[config.mk]
export PLATFORM = sky130hd
export DESIGN_NAME = gomoku_ai_ctrl
export DESIGN_NICKNAME = d
export VERILOG_FILES = /design/src/rtl/gomoku_pkg.sv /design/src/rtl/gomoku_lfsr.sv /design/src/rtl/gomoku_ai_ctrl.sv
export SDC_FILE = /design/constraint.sdc
export NUM_CORES = 1
export LEC_CHECK = 0
export CORE_MARGIN = 4
export CORE_UTILIZATION = 52
export DETAILED_ROUTE_END_ITERATION = 12
export PLACE_DENSITY = 0.94
export RECOVER_POWER = 100
export SYNTH_ARGS = -nofsm -noshare
export SYNTH_HDL_FRONTEND = slang
export SYNTH_SLANG_ARGS = --single-unit
[constraint.sdc]
create_clock -name clk -period 4.1 [get_ports clk]
set_input_delay 0.82 -clock clk [delete_from_list [all_inputs] [get_ports clk]]
set_output_delay 0.82 -clock clk [all_outputs]
set_load 0.03 [all_outputs]
[src/rtl/gomoku_pkg.sv]
// Shared constants and FSM encoding for the Gomoku AI move controller.
package gomoku_pkg;
    localparam int BOARD_SIZE = 15;
    localparam int SCORE_W    = 13;
    localparam int COORD_W    = 4;

    typedef enum logic [2:0] {
        IDLE,
        CLEAR,
        ARM,
        SCAN,
        DECIDE,
        DONE
    } state_t;
endpackage

[src/rtl/gomoku_lfsr.sv]
// 16-bit Fibonacci LFSR (taps 16,14,13,11), free-running, synchronous active-low reset.
module gomoku_lfsr
    import gomoku_pkg::*;
(
    input  logic        clk,
    input  logic        rst,
    input  logic [15:0] seed,
    output logic [15:0] out
);
    logic feedback;

    assign feedback = out[15] ^ out[13] ^ out[12] ^ out[10];

    always_ff @(posedge clk) begin
        if (!rst) begin
            out <= seed;
        end else begin
            out <= {out[14:0], feedback};
        end
    end
endmodule

[src/rtl/gomoku_ai_ctrl.sv]
// Sequences the strategy block through clear/arm/full-board scan, then picks attack or block.
module gomoku_ai_ctrl #(
    parameter int                                BOARD_SIZE  = gomoku_pkg::BOARD_SIZE,
    parameter logic [15:0]                       LFSR_SEED   = 16'hACE1,
    parameter logic [gomoku_pkg::SCORE_W-1:0]    ATTACK_BIAS = 13'd0
) (
    input  logic                               clk,
    input  logic                               rst,
    input  logic                               start,
    input  logic                               ai_is_black,
    input  logic [gomoku_pkg::SCORE_W-1:0]     black_best_score,
    input  logic [gomoku_pkg::COORD_W-1:0]     black_best_y,
    input  logic [gomoku_pkg::COORD_W-1:0]     black_best_x,
    input  logic [gomoku_pkg::SCORE_W-1:0]     white_best_score,
    input  logic [gomoku_pkg::COORD_W-1:0]     white_best_y,
    input  logic [gomoku_pkg::COORD_W-1:0]     white_best_x,
    output logic                               strat_clr,
    output logic                               strat_active,
    output logic                               strat_random,
    output logic                               busy,
    output logic                               move_valid,
    output logic [gomoku_pkg::COORD_W-1:0]     move_y,
    output logic [gomoku_pkg::COORD_W-1:0]     move_x,
    output logic                               move_attack
);
    import gomoku_pkg::*;

    localparam logic [7:0]         SCAN_LAST = 8'(BOARD_SIZE * BOARD_SIZE - 1);
    localparam logic [COORD_W-1:0] MID       = COORD_W'(BOARD_SIZE / 2);

    state_t               state;
    state_t               next_state;
    logic [7:0]           scan_cnt;
    logic                 ai_black;
    logic                 nxt_clr;
    logic                 nxt_active;
    logic                 nxt_busy;
    logic                 nxt_valid;
    logic [15:0]          lfsr_q;
    logic [14:0]          lfsr_unused;
    logic [SCORE_W-1:0]   own_score;
    logic [SCORE_W-1:0]   opp_score;
    logic [COORD_W-1:0]   own_y;
    logic [COORD_W-1:0]   own_x;
    logic [COORD_W-1:0]   opp_y;
    logic [COORD_W-1:0]   opp_x;
    logic [SCORE_W:0]     own_biased;
    logic                 attack;

    gomoku_lfsr u_lfsr (
        .clk  (clk),
        .rst  (rst),
        .seed (LFSR_SEED),
        .out  (lfsr_q)
    );

    assign {lfsr_unused, strat_random} = lfsr_q;

    always_comb begin
        next_state = state;
        case (state)
            IDLE:    if (start) next_state = CLEAR;
            CLEAR:   next_state = ARM;
            ARM:     next_state = SCAN;
            SCAN:    if (scan_cnt == SCAN_LAST) next_state = DECIDE;
            DECIDE:  next_state = DONE;
            DONE:    next_state = IDLE;
            default: next_state = IDLE;
        endcase

        // Outputs are registered, so they are decoded from the state being entered.
        nxt_clr    = 1'b0;
        nxt_active = 1'b0;
        nxt_busy   = 1'b1;
        nxt_valid  = 1'b0;
        case (next_state)
            IDLE: begin
                nxt_active = 1'b1;
                nxt_busy   = 1'b0;
            end
            CLEAR:        nxt_clr    = 1'b1;
            SCAN, DECIDE: nxt_active = 1'b1;
            DONE:         nxt_valid  = 1'b1;
            default:      nxt_busy   = 1'b1;
        endcase
    end

    always_comb begin
        own_score = ai_black ? black_best_score : white_best_score;
        own_y     = ai_black ? black_best_y     : white_best_y;
        own_x     = ai_black ? black_best_x     : white_best_x;
        opp_score = ai_black ? white_best_score : black_best_score;
        opp_y     = ai_black ? white_best_y     : black_best_y;
        opp_x     = ai_black ? white_best_x     : black_best_x;
        // One extra bit keeps the biased score from wrapping; ties go to attack.
        own_biased = {1'b0, own_score} + {1'b0, ATTACK_BIAS};
        attack     = own_biased >= {1'b0, opp_score};
    end

    always_ff @(posedge clk) begin
        if (!rst) begin
            state        <= IDLE;
            scan_cnt     <= 8'd0;
            ai_black     <= 1'b0;
            strat_clr    <= 1'b1;
            strat_active <= 1'b0;
            busy         <= 1'b0;
            move_valid   <= 1'b0;
            move_y       <= MID;
            move_x       <= MID;
            move_attack  <= 1'b0;
        end else begin
            state        <= next_state;
            strat_clr    <= nxt_clr;
            strat_active <= nxt_active;
            busy         <= nxt_busy;
            move_valid   <= nxt_valid;
            if (state == IDLE && start) begin
                ai_black <= ai_is_black;
            end
            if (state == SCAN && scan_cnt != SCAN_LAST) begin
                scan_cnt <= scan_cnt + 8'd1;
            end else begin
                scan_cnt <= 8'd0;
            end
            if (state == DECIDE) begin
                move_y      <= attack ? own_y : opp_y;
                move_x      <= attack ? own_x : opp_x;
                move_attack <= attack;
            end
        end
    end
endmodule

### Word-level counts from Yosys, hierarchy flattened

Index checks and enable logic that the tools add are counted.

| storage, ports and cells | value |
|---|---|
| bits in registers | 41 |
| bits in latches | 0 |
| RAM bits | 0 |
| memory bits (read-only) | 0 |
| bits of input ports | 46 |
| output and inout port bits | 14 |
| logic and storage cells | 47 |
| memories | 0 |

| operators by class | value |
|---|---|
| $add $sub $neg | 1 |
| $mul | 0 |
| div/mod/pow operators | 0 |
| magnitude comparators | 1 |
| equal/unequal tests | 10 |
| shift-type cells | 0 |
| muxes and demuxes | 15 |
| bitwise logic cells | 3 |
| reductions and logical operators | 6 |

Operator list:

| cell | number |
|---|---|
| two-way mux 13 bit | 2 |
| two-way mux 4 bit | 6 |
| case mux 3 bit (5 select lines) | 1 |
| >= comparator 13 bit | 1 |
| equality test 3 x 2 -> 1 bit (second input constant) | 3 |
| equality test 3 bit (second input constant) | 3 |
| adder 8 x 1 -> 8 bit (second input constant) | 1 |
| equality test 8 bit (second input constant) | 1 |
| inequality test 8 bit (second input constant) | 1 |
| equality test 3 x 1 -> 1 bit (second input constant) | 2 |
| zero test 3 bit | 2 |
| two-way mux 3 bit | 2 |
| two-way mux 1 bit | 4 |
| OR reduction 3 bit | 1 |
| bitwise XOR 1 bit | 3 |
| logical AND 1 bit | 2 |
| AND reduction 2 bit | 1 |

### Logic depth before layout (Yosys ltp)

Gate-level depths: netlist (run 1).

| depth | value |
|---|---|
| word-level depth | 6 |
| mapped depth | 11 |
| gate-level depth less buffers | 8 |

### Modules after synthesis

From an unflattened synthesis (run 1), not the netlist that was laid out.

| second synthesis, totals | value |
|---|---|
| cells, all modules | 245 |
| area, all modules | 2458.6 µm² |

Modules (own cells, without submodules):

| module | times used | cells each | area each (µm²) |
|---|---|---|---|
| gomoku_ai_ctrl | 1 | 207 | 1873.0 |
| gomoku_lfsr | 1 | 38 | 585.6 |

### Worst setup path before layout (run 1)

Ideal clock, no wire load.

| timing path | value |
|---|---|
| path kind | reg2reg |
| from | reg ai_black |
| to | reg move_x[0] (netlist bit) |
| setup time | 120 ps |
| data arrival time | 2439 ps |
| required time | 3980 ps |
| setup slack | 1541 ps |
| cell stages (with the launch flop) | 12 |
| path buffers | 3 |
| period minus slack after synthesis | 2559 ps |
| path through | dfxtp_1 > buf_2 > buf_2 > mux2_2 > ha_1 > nand2_1 > o21ai_1 > a31oi_4 > or2_1 > buf_4 > a31oi_1 > nor3_1 |

| on the way | value |
|---|---|
| longest elaborated chain between the ends | 3 |
| elaborated cells on any way between the ends | 6 |
| those cells by class | order compare: 1; mux: 5 |

RTL lines:

| item | line | text |
|---|---|---|
| start, declared | gomoku_ai_ctrl.sv:34 | `logic ai_black;` |
| start signal, assigned | gomoku_ai_ctrl.sv:119 | `ai_black <= ai_is_black;` |
| two-way mux 13 bit (on tied branches) | gomoku_ai_ctrl.sv:89, gomoku_ai_ctrl.sv:92 |  |
| >= comparator 13 bit | gomoku_ai_ctrl.sv:97 | `attack = own_biased >= {1'b0, opp_score};` |
| two-way mux 4 bit * | gomoku_ai_ctrl.sv:128 | `move_x <= attack ? own_x : opp_x;` |
| end signal, assigned | gomoku_ai_ctrl.sv:128 |  |
| end, declared | gomoku_ai_ctrl.sv:23 | `output logic [gomoku_pkg::COORD_W-1:0] move_x,` |

Mark *: on every way between the ends. The rest lies on a longest branch, timed or not.
A chain may end at the register's enable or synchronous reset.

### Worst setup path in the final report (run 1)

| timing path | value |
|---|---|
| from | in white_best_score[12] (netlist bit) |
| to | reg move_x[3] (netlist bit) |

| on the way | value |
|---|---|
| longest elaborated chain between the ends | 3 |
| elaborated cells on any way between the ends | 4 |
| those cells by class | order compare: 1; mux: 3 |

RTL lines:

| item | line | text |
|---|---|---|
| start, declared | gomoku_ai_ctrl.sv:14 | `input logic [gomoku_pkg::SCORE_W-1:0] white_best_score,` |
| two-way mux 13 bit (on tied branches) | gomoku_ai_ctrl.sv:89, gomoku_ai_ctrl.sv:92 |  |
| >= comparator 13 bit * | gomoku_ai_ctrl.sv:97 |  |
| two-way mux 4 bit * | gomoku_ai_ctrl.sv:128 |  |

Marks and branches as above.

==> results of run 1 <==
==> critical path, delay by kind of cell <==
family | cells | cell delay [ps]
simple gates | 2 | 380
fa+ha+maj | 1 | 330
buf+inv | 1 | 420
mux | 1 | 290
compound gates | 4 | 1200
==> cell families (layout without fill, tap and decap cells) <==
kind of cell | count (synthesis) | in the layout
AO/OA/AOI/OAI | 37 | 37
multiplexers | 27 | 27
XOR/XNOR | 8 | 8
AND/OR/NAND/NOR | 91 | 91
buffers and inverters | 17 | 73
flip-flops | 41 | 41
adder cells (fa/ha/maj) | 15 | 15
==> flip-flops by register name (all words and copies together) (netlist names) <==
name          flops
move_y            4
strat_clr         1
u_lfsr.out       16
busy              1
state             3
move_valid        1
ai_black          1
scan_cnt          8
move_x            4
strat_active      1
move_attack       1
==> through the flow <==
stage / cell area (sq um) / cells / setup WS [ps]
after floorplan: 2240 / 236 / 1540
after global placement: 2850 / 334 / 1040
after detailed placement: 2850 / 334 / 854
after CTS: 2990 / 342 / 1160
after global routing: 2970 / 342 / 628
final: 2970 / 342 / 795
==> power groups by stage <==
stage	combinational, mW	sequential (mW)	clock [mW]
3_3_place_gp	0.199	0.431	0
5_1_grt	0.224	0.424	0.412
3_5_place_dp	0.209	0.432	0
2_1_floorplan	0.122	0.439	0
6_report	0.205	0.422	0.388
4_1_cts	0.211	0.423	0.391
==> cell usage in the layout (no fill, tap or decap), types with 4 or more instances in the layout <==
master           count
ha_1                15
xor2_1               6
clkdlybuf4s50_1     44
nor3b_1              7
inv_1                4
nor3_1              13
mux2_2              13
nand2_1              9
nor2_1              11
nand3b_1            13
clkbuf_8             5
nand3_1              5
o21ai_0              5
nand2b_1             7
dlygate4sd3_1       15
and2_0               7
a31oi_1              8
a21oi_1              9
mux2i_1             14
dfxtp_1             41
==> worst min-delay path by stage <==
stage,startpoint,cells after the start,to
after global placement,u_lfsr.out[9],1,u_lfsr.out[10]
final,u_lfsr.out[9],1,u_lfsr.out[10]
after global routing,u_lfsr.out[9],1,u_lfsr.out[10]
after detailed placement,u_lfsr.out[9],1,u_lfsr.out[10]
after CTS,u_lfsr.out[9],1,u_lfsr.out[10]
after floorplan,u_lfsr.out[9],1,u_lfsr.out[10]
==> metal layers <==
layer	wire length (um)	vias up
li1	-	958
met3	186	12
met2	2460	49
met1	2050	897
met5	0	-
met4	104	0
==> final cells by class <==
type                            count  area (sq um)
Multi-Input combinational cell    178          1330
Fill cell                         297          1120
Sequential cell                    41           821
Timing Repair Buffer               61           602
Clock buffer                        5          68.8
Clock inverter                      3          68.8
Tap cell                           50          62.6
Inverter                            4          15.0
==> key figures, run 1 <==
Global routing
  – Met2 Track Usage GR: 35.0%
  – Grt total ovfl: 0
  – Most Used Layer, Global Route: met2
  – Initial antenna violation count: 0
  – Aggregate global-route resource usage: 18.8%
  – First-pass GRT wire length: 8.06 mm
  – Met1 GRT Util: 20.8%
  – Met3 Resource Use GR: 3.42%
  – Largest net degree at the start of global routing: 45
  – Vias in the first global route: 1,886

Yosys
  – Post-synth top area cell: dfxtp_1
  – Synth Area in Simple Gates: 24.0%
  – Yosys cell types: 41
  – Post-synth EDFFs: 0
  – Yosys Warn Count: 0
  – Post-Synth Adder-Cell Area: 8.37%
  – Main synth FF type: dfxtp_1
  – Syn Inst Count: 236
  – Async set-reset flop share out of synthesis: 0%
  – Compound-gate portion of the synthesized area: 11.8%
  – XOR/XNOR share of the synthesized area: 3.12%
  – Synth cell count leaders: dfxtp_1, ha_1, mux2i_1
  – Net Count, Synth: 297
  – Register area share after synthesis: 36.6%
  – #FFs+latches synth: 41
  – Post-synthesis mux area share: 12.8%
  – Largest family of logic cells by synthesized area: simple AND/OR/NAND/NOR gates
  – Ranking of synthesized cells by area: dfxtp_1, ha_1, mux2_2
  – Post-synth top area share: 36.6%
  – Most common cell in the netlist: dfxtp_1
  – Avg Cell Area, Syn: 9.51 sq um
  – Synthesized area: 2240 sq um

Setup path
  – Reg-to-reg endpoint: move_x[3]
  – Worst path slowest cell: a22oi_1
  – Worst setup EP type: register
  – Crit Path Category: in -> reg
  – Worst R2R Setup Slack: 950 ps
  – CP endpoint: move_x[3]
  – WP data arrival: 3440 ps
  – Worst R2R Path Depth: 9
  – RR Startpoint: ai_black
  – Worst path max stage delay: 580 ps
  – Worst setup SP type: primary input
  – CP Launch Point: white_best_score[12]
  – CP Max Fanout: 9
  – Cells along the critical path: clkdlybuf4s50_1 > mux2_2 > ha_1 > and4_4 > and2_1 > a22oi_1 > o21ai_2 > o21ai_0 > a31oi_1
  – Worst Path Required: 4230 ps

Floorplanning
  – Initial Util: 54.9%
  – Rows: 23
  – Die H: 73.7 um
  – Die width: 73.7 um
  – Total die area: 5430 sq um
  – Num ports: 60
  – Core area: 4090 sq um

STA
  – Final setup viols: 0
  – RSZ-0062 raised after global routing: false
  – Worst slew pin tran: 1580 ps
  – Total Negative Setup Slacks: 0 ps
  – Clock Skew: 6.76 ps
  – Minimum hold slack: 422 ps
  – Final Cycle Share: 80.6%
  – Final worst path period need: 3310 ps
  – Peak Freq: 0.303 GHz
  – Slew Limit Fails: 45
  – Slew margin rel.: -5.43%
  – Final Hold Viols: 0

Final layout
  – Nets: 352
  – Layout cells sized above 1: 9.59%
  – Diode count: 0
  – Final core utilization: 72.7%
  – Area grow syn2layout: 32.4%

Placed design
  – Gpl congestion: 0.779
  – Port Buffers: 59
  – Detail Placement HPWL: 3.63 mm

CTS
  – CTS tree: yes
  – CTS Root Cell: clkbuf_8
  – Resized cells post-CTS: 0
  – Worst-path clk slew: 80 ps
  – CTS max path bufs: 2
  – Clk sink count: 41
  – H-tree depth: 2
  – Setup fix buffers added after clock tree synthesis: 0
  – TritonCTS Buffers: 5
  – CTS Hold Bufs: 0
  – Clk Latency, worst-skew pair: 290 ps

Power
  – Sw frac: 24.5%
  – Power consumption: 1.01 mW
  – Pleak: 1.10 nW
  – Combinational cell fraction of total power: 20.2%
  – PD cells: 342 nW/um^2
  – Sequential share of power: 41.6%
  – Pint: 0.766 mW
  – Sw Pwr: 0.248 mW
  – Maximum VDD drop: 0.173 mV
  – Clk network pwr share: 38.2%

Routing
  – Wire per inst: 14.0 um
  – Via count: 1,916
  – Via/cell ratio: 5.60
  – DRT iter0 DRCs: 105
  – Drc violations: 0
  – Routed Antenna Nets: 0
  – Aggregate routed wire length: 4.80 mm
  – Drt first pass iters: 4

Outcome
  – Failing checks: max-capacitance violations, max-slew violations
  – Outcome: complete, but fails checks

Run
  – Max cap viols: 1

Hold path
  – HP Class: reg -> reg
No activity file was read; power rests on OpenSTA's default activity.
==> inputs of run 2 (changes only) <==
Settings changed: CORE_UTILIZATION 52 to 44, PLACE_DENSITY 0.94 to 0.86.
Clock period 4.1 ns to 2.9 ns, I/O delays scaled along.
==> key figures, run 2 (synthesis gave the netlist of run 1 again) <==
Final layout
  – Diode count: 0 (unchanged)
  – Biggest regs: u_lfsr.out: 16 flops, scan_cnt: 8 flops
  – Max reg flops: 16 (unchanged)
  – Nets: 353 (+0.28%)
  – Layout cells sized above 1: 9.90% (+0.31 points)
  – Final core utilization: 62.4% (-10 points)
  – Final non-filler cell area: 3000 sq um (+1.1%)
  – Filler Cells Inserted: 418 (+41%)
  – Most common cell after layout, fill and taps aside: clkdlybuf4s50_1
  – Most frequent cells in the layout: clkdlybuf4s50_1, dfxtp_1, ha_1
  – Area grow syn2layout: 33.9%
  – Reg area: 821 sq um (unchanged)
  – Multi-input logic area: 1350 sq um (+1.0%)
  – Biggest register: u_lfsr.out

Floorplanning
  – Rows: 25 (+8.7%)
  – Die H: 79.4 um (+7.8%)
  – Num ports: 60 (unchanged)
  – Die width: 79.4 um (+7.8%)
  – Total die area: 6310 sq um (+16%)
  – Core area: 4820 sq um (+18%)
  – Initial Util: 46.6% (-8.3 points)

Routing
  – Via/cell ratio: 5.38 (-4.0%)
  – Wire per inst: 13.5 um (-3.7%)
  – DRT iter0 DRCs: 54 (-49%)
  – Aggregate routed wire length: 4.87 mm (+1.4%)
  – Routed Antenna Nets: 0 (unchanged)
  – Drt first pass iters: 4 (unchanged)
  – Drc violations: 0 (unchanged)
  – Via count: 1,936 (+1.0%)

STA
  – Final setup viols: 0 (unchanged)
  – Slew margin rel.: -0.172% (+5.3 points)
  – Final worst path period need: 2630 ps
  – Peak Freq: 0.380 GHz
  – Slew Limit Fails: 43 (-4.4%)
  – Clock Skew: 3.30 ps (-3.47 ps)
  – Final Hold Viols: 0 (unchanged)
  – RSZ-0062 raised after global routing: false
  – Total Negative Setup Slacks: 0 ps (unchanged)
  – Worst slew pin tran: 1500 ps (-78.9 ps)
  – Final Cycle Share: 90.7%
  – Worst Setup Slack, final: 269 ps (-525 ps)

Global routing
  – Aggregate global-route resource usage: 16.2% (-2.6 points)
  – Largest net degree at the start of global routing: 44 (-2.2%)
  – Grt total ovfl: 0 (unchanged)
  – First-pass GRT wire length: 8.20 mm (+1.7%)
  – Initial antenna violation count: 0 (unchanged)
  – Vias in the first global route: 1,896 (+0.53%)

Power
  – Maximum VDD drop: 0.235 mV (+36%)
  – PD cells: 450 nW/um^2 (+32%)
  – Power consumption: 1.35 mW (+33%)
  – Pleak: 1.12 nW (+1.8%)

CTS
  – Setup fix buffers added after clock tree synthesis: 0 (unchanged)
  – CTS Root Cell: clkbuf_8
  – Clk Latency, worst-skew pair: 290 ps (about the same)
  – CTS tree: yes
  – TritonCTS Buffers: 5 (unchanged)
  – Worst-path clk slew: 70 ps (about the same)
  – CTS max path bufs: 2 (unchanged)
  – Clk sink count: 41 (unchanged)
  – H-tree depth: 2 (unchanged)
  – CTS Hold Bufs: 0 (unchanged)
  – Resized cells post-CTS: 0 (unchanged)

Setup path
  – Worst path max stage delay: 420 ps (-160 ps)
  – Cells along the critical path: clkdlybuf4s50_1 > mux2_2 > ha_1 > a21oi_1 > o21ai_0 > a31oi_4 > or2_1 > a31oi_1 > nor3_1
  – CP Max Fanout: 8 (-1)
  – Worst setup EP type: register
  – Crit Path Category: in -> reg
  – Worst path slowest cell: clkdlybuf4s50_1
  – Worst setup SP type: primary input
  – WP data arrival: 2840 ps (-600 ps)
  – Worst Path Required: 3110 ps (-1120 ps)

Placed design
  – Pre-CTS setup slack: 70.4 ps (-783 ps)
  – Detail Placement HPWL: 3.62 mm (-0.47%)
  – Placed inst area: 2890 sq um (+1.4%)
  – Port Buffers: 59 (unchanged)
  – Gpl congestion: 0.749 (-3.9%)

Run
  – Max cap viols: 1 (unchanged)

Outcome
  – Outcome: complete, but fails checks
  – Failing checks: max-capacitance violations, max-slew violations

Hold path
  – HP Class: reg -> reg
run 2: cell count changes in the layout (fill, tap and decap cells not counted), sizes merged:
| cell | delta |
|---|---|
| buf | +1 |
| bufinv | -1 |
| clkbuf | +2 |
| clkdlybuf4s50 | +1 |
| dlygate4sd3 | -1 |
| inv | -1 |
run 2: layout make-up:
type                       instances  area share (%)
timing repair buffer              62            20.7
sequential                        41            27.3
clock buffer                       7            2.87
tap                               67            2.79
clock inverter                     1            1.00
multi-input combinational        178            44.8
inverter                           4           0.500
run 2: per-layer routing:
metal / part of all wire [%] / vias up / GRT usage, %
met5: 0 / - / 0
met4: 1.3 / 0 / 5.15
met3: 6.9 / 8 / 5.42
met2: 51 / 50 / 29.1
met1: 40 / 917 / 17.8
li1: - / 961 / -
run 2: worst paths after layout:
| check | from | slack, ps | end | depth (start not counted) |
|---|---|---|---|---|
| min reg2reg | u_lfsr.out[14] | 410 | u_lfsr.out[15] | 1 |
| max reg2reg | ai_black | 310 | move_x[2] | 9 |
| min | u_lfsr.out[14] | 410 | u_lfsr.out[15] | 1 |
| max | white_best_score[2] | 270 | move_x[2] | 9 |
run 2: where the power goes:
group / switching (mW) / internal (mW)
Combinational: 0.138 / 0.154
Sequential: 0.0105 / 0.587
Clock: 0.181 / 0.280
run 2: worst max-delay path, delay by kind of cell:
kind	cells	cell delay (ps)
fa+ha+maj	1	310
mux	1	280
simple gates	2	530
buf+inv	1	420
compound gates	4	730
run 2: metrics by stage:
| step | hold slack (ps) | std cells |
|---|---|---|
| after CTS | 414 | 360 |
| after global routing | 433 | 360 |
| final | 410 | 360 |
| after floorplan | 386 | 236 |
| after detailed placement | 397 | 352 |
| after global placement | 388 | 352 |
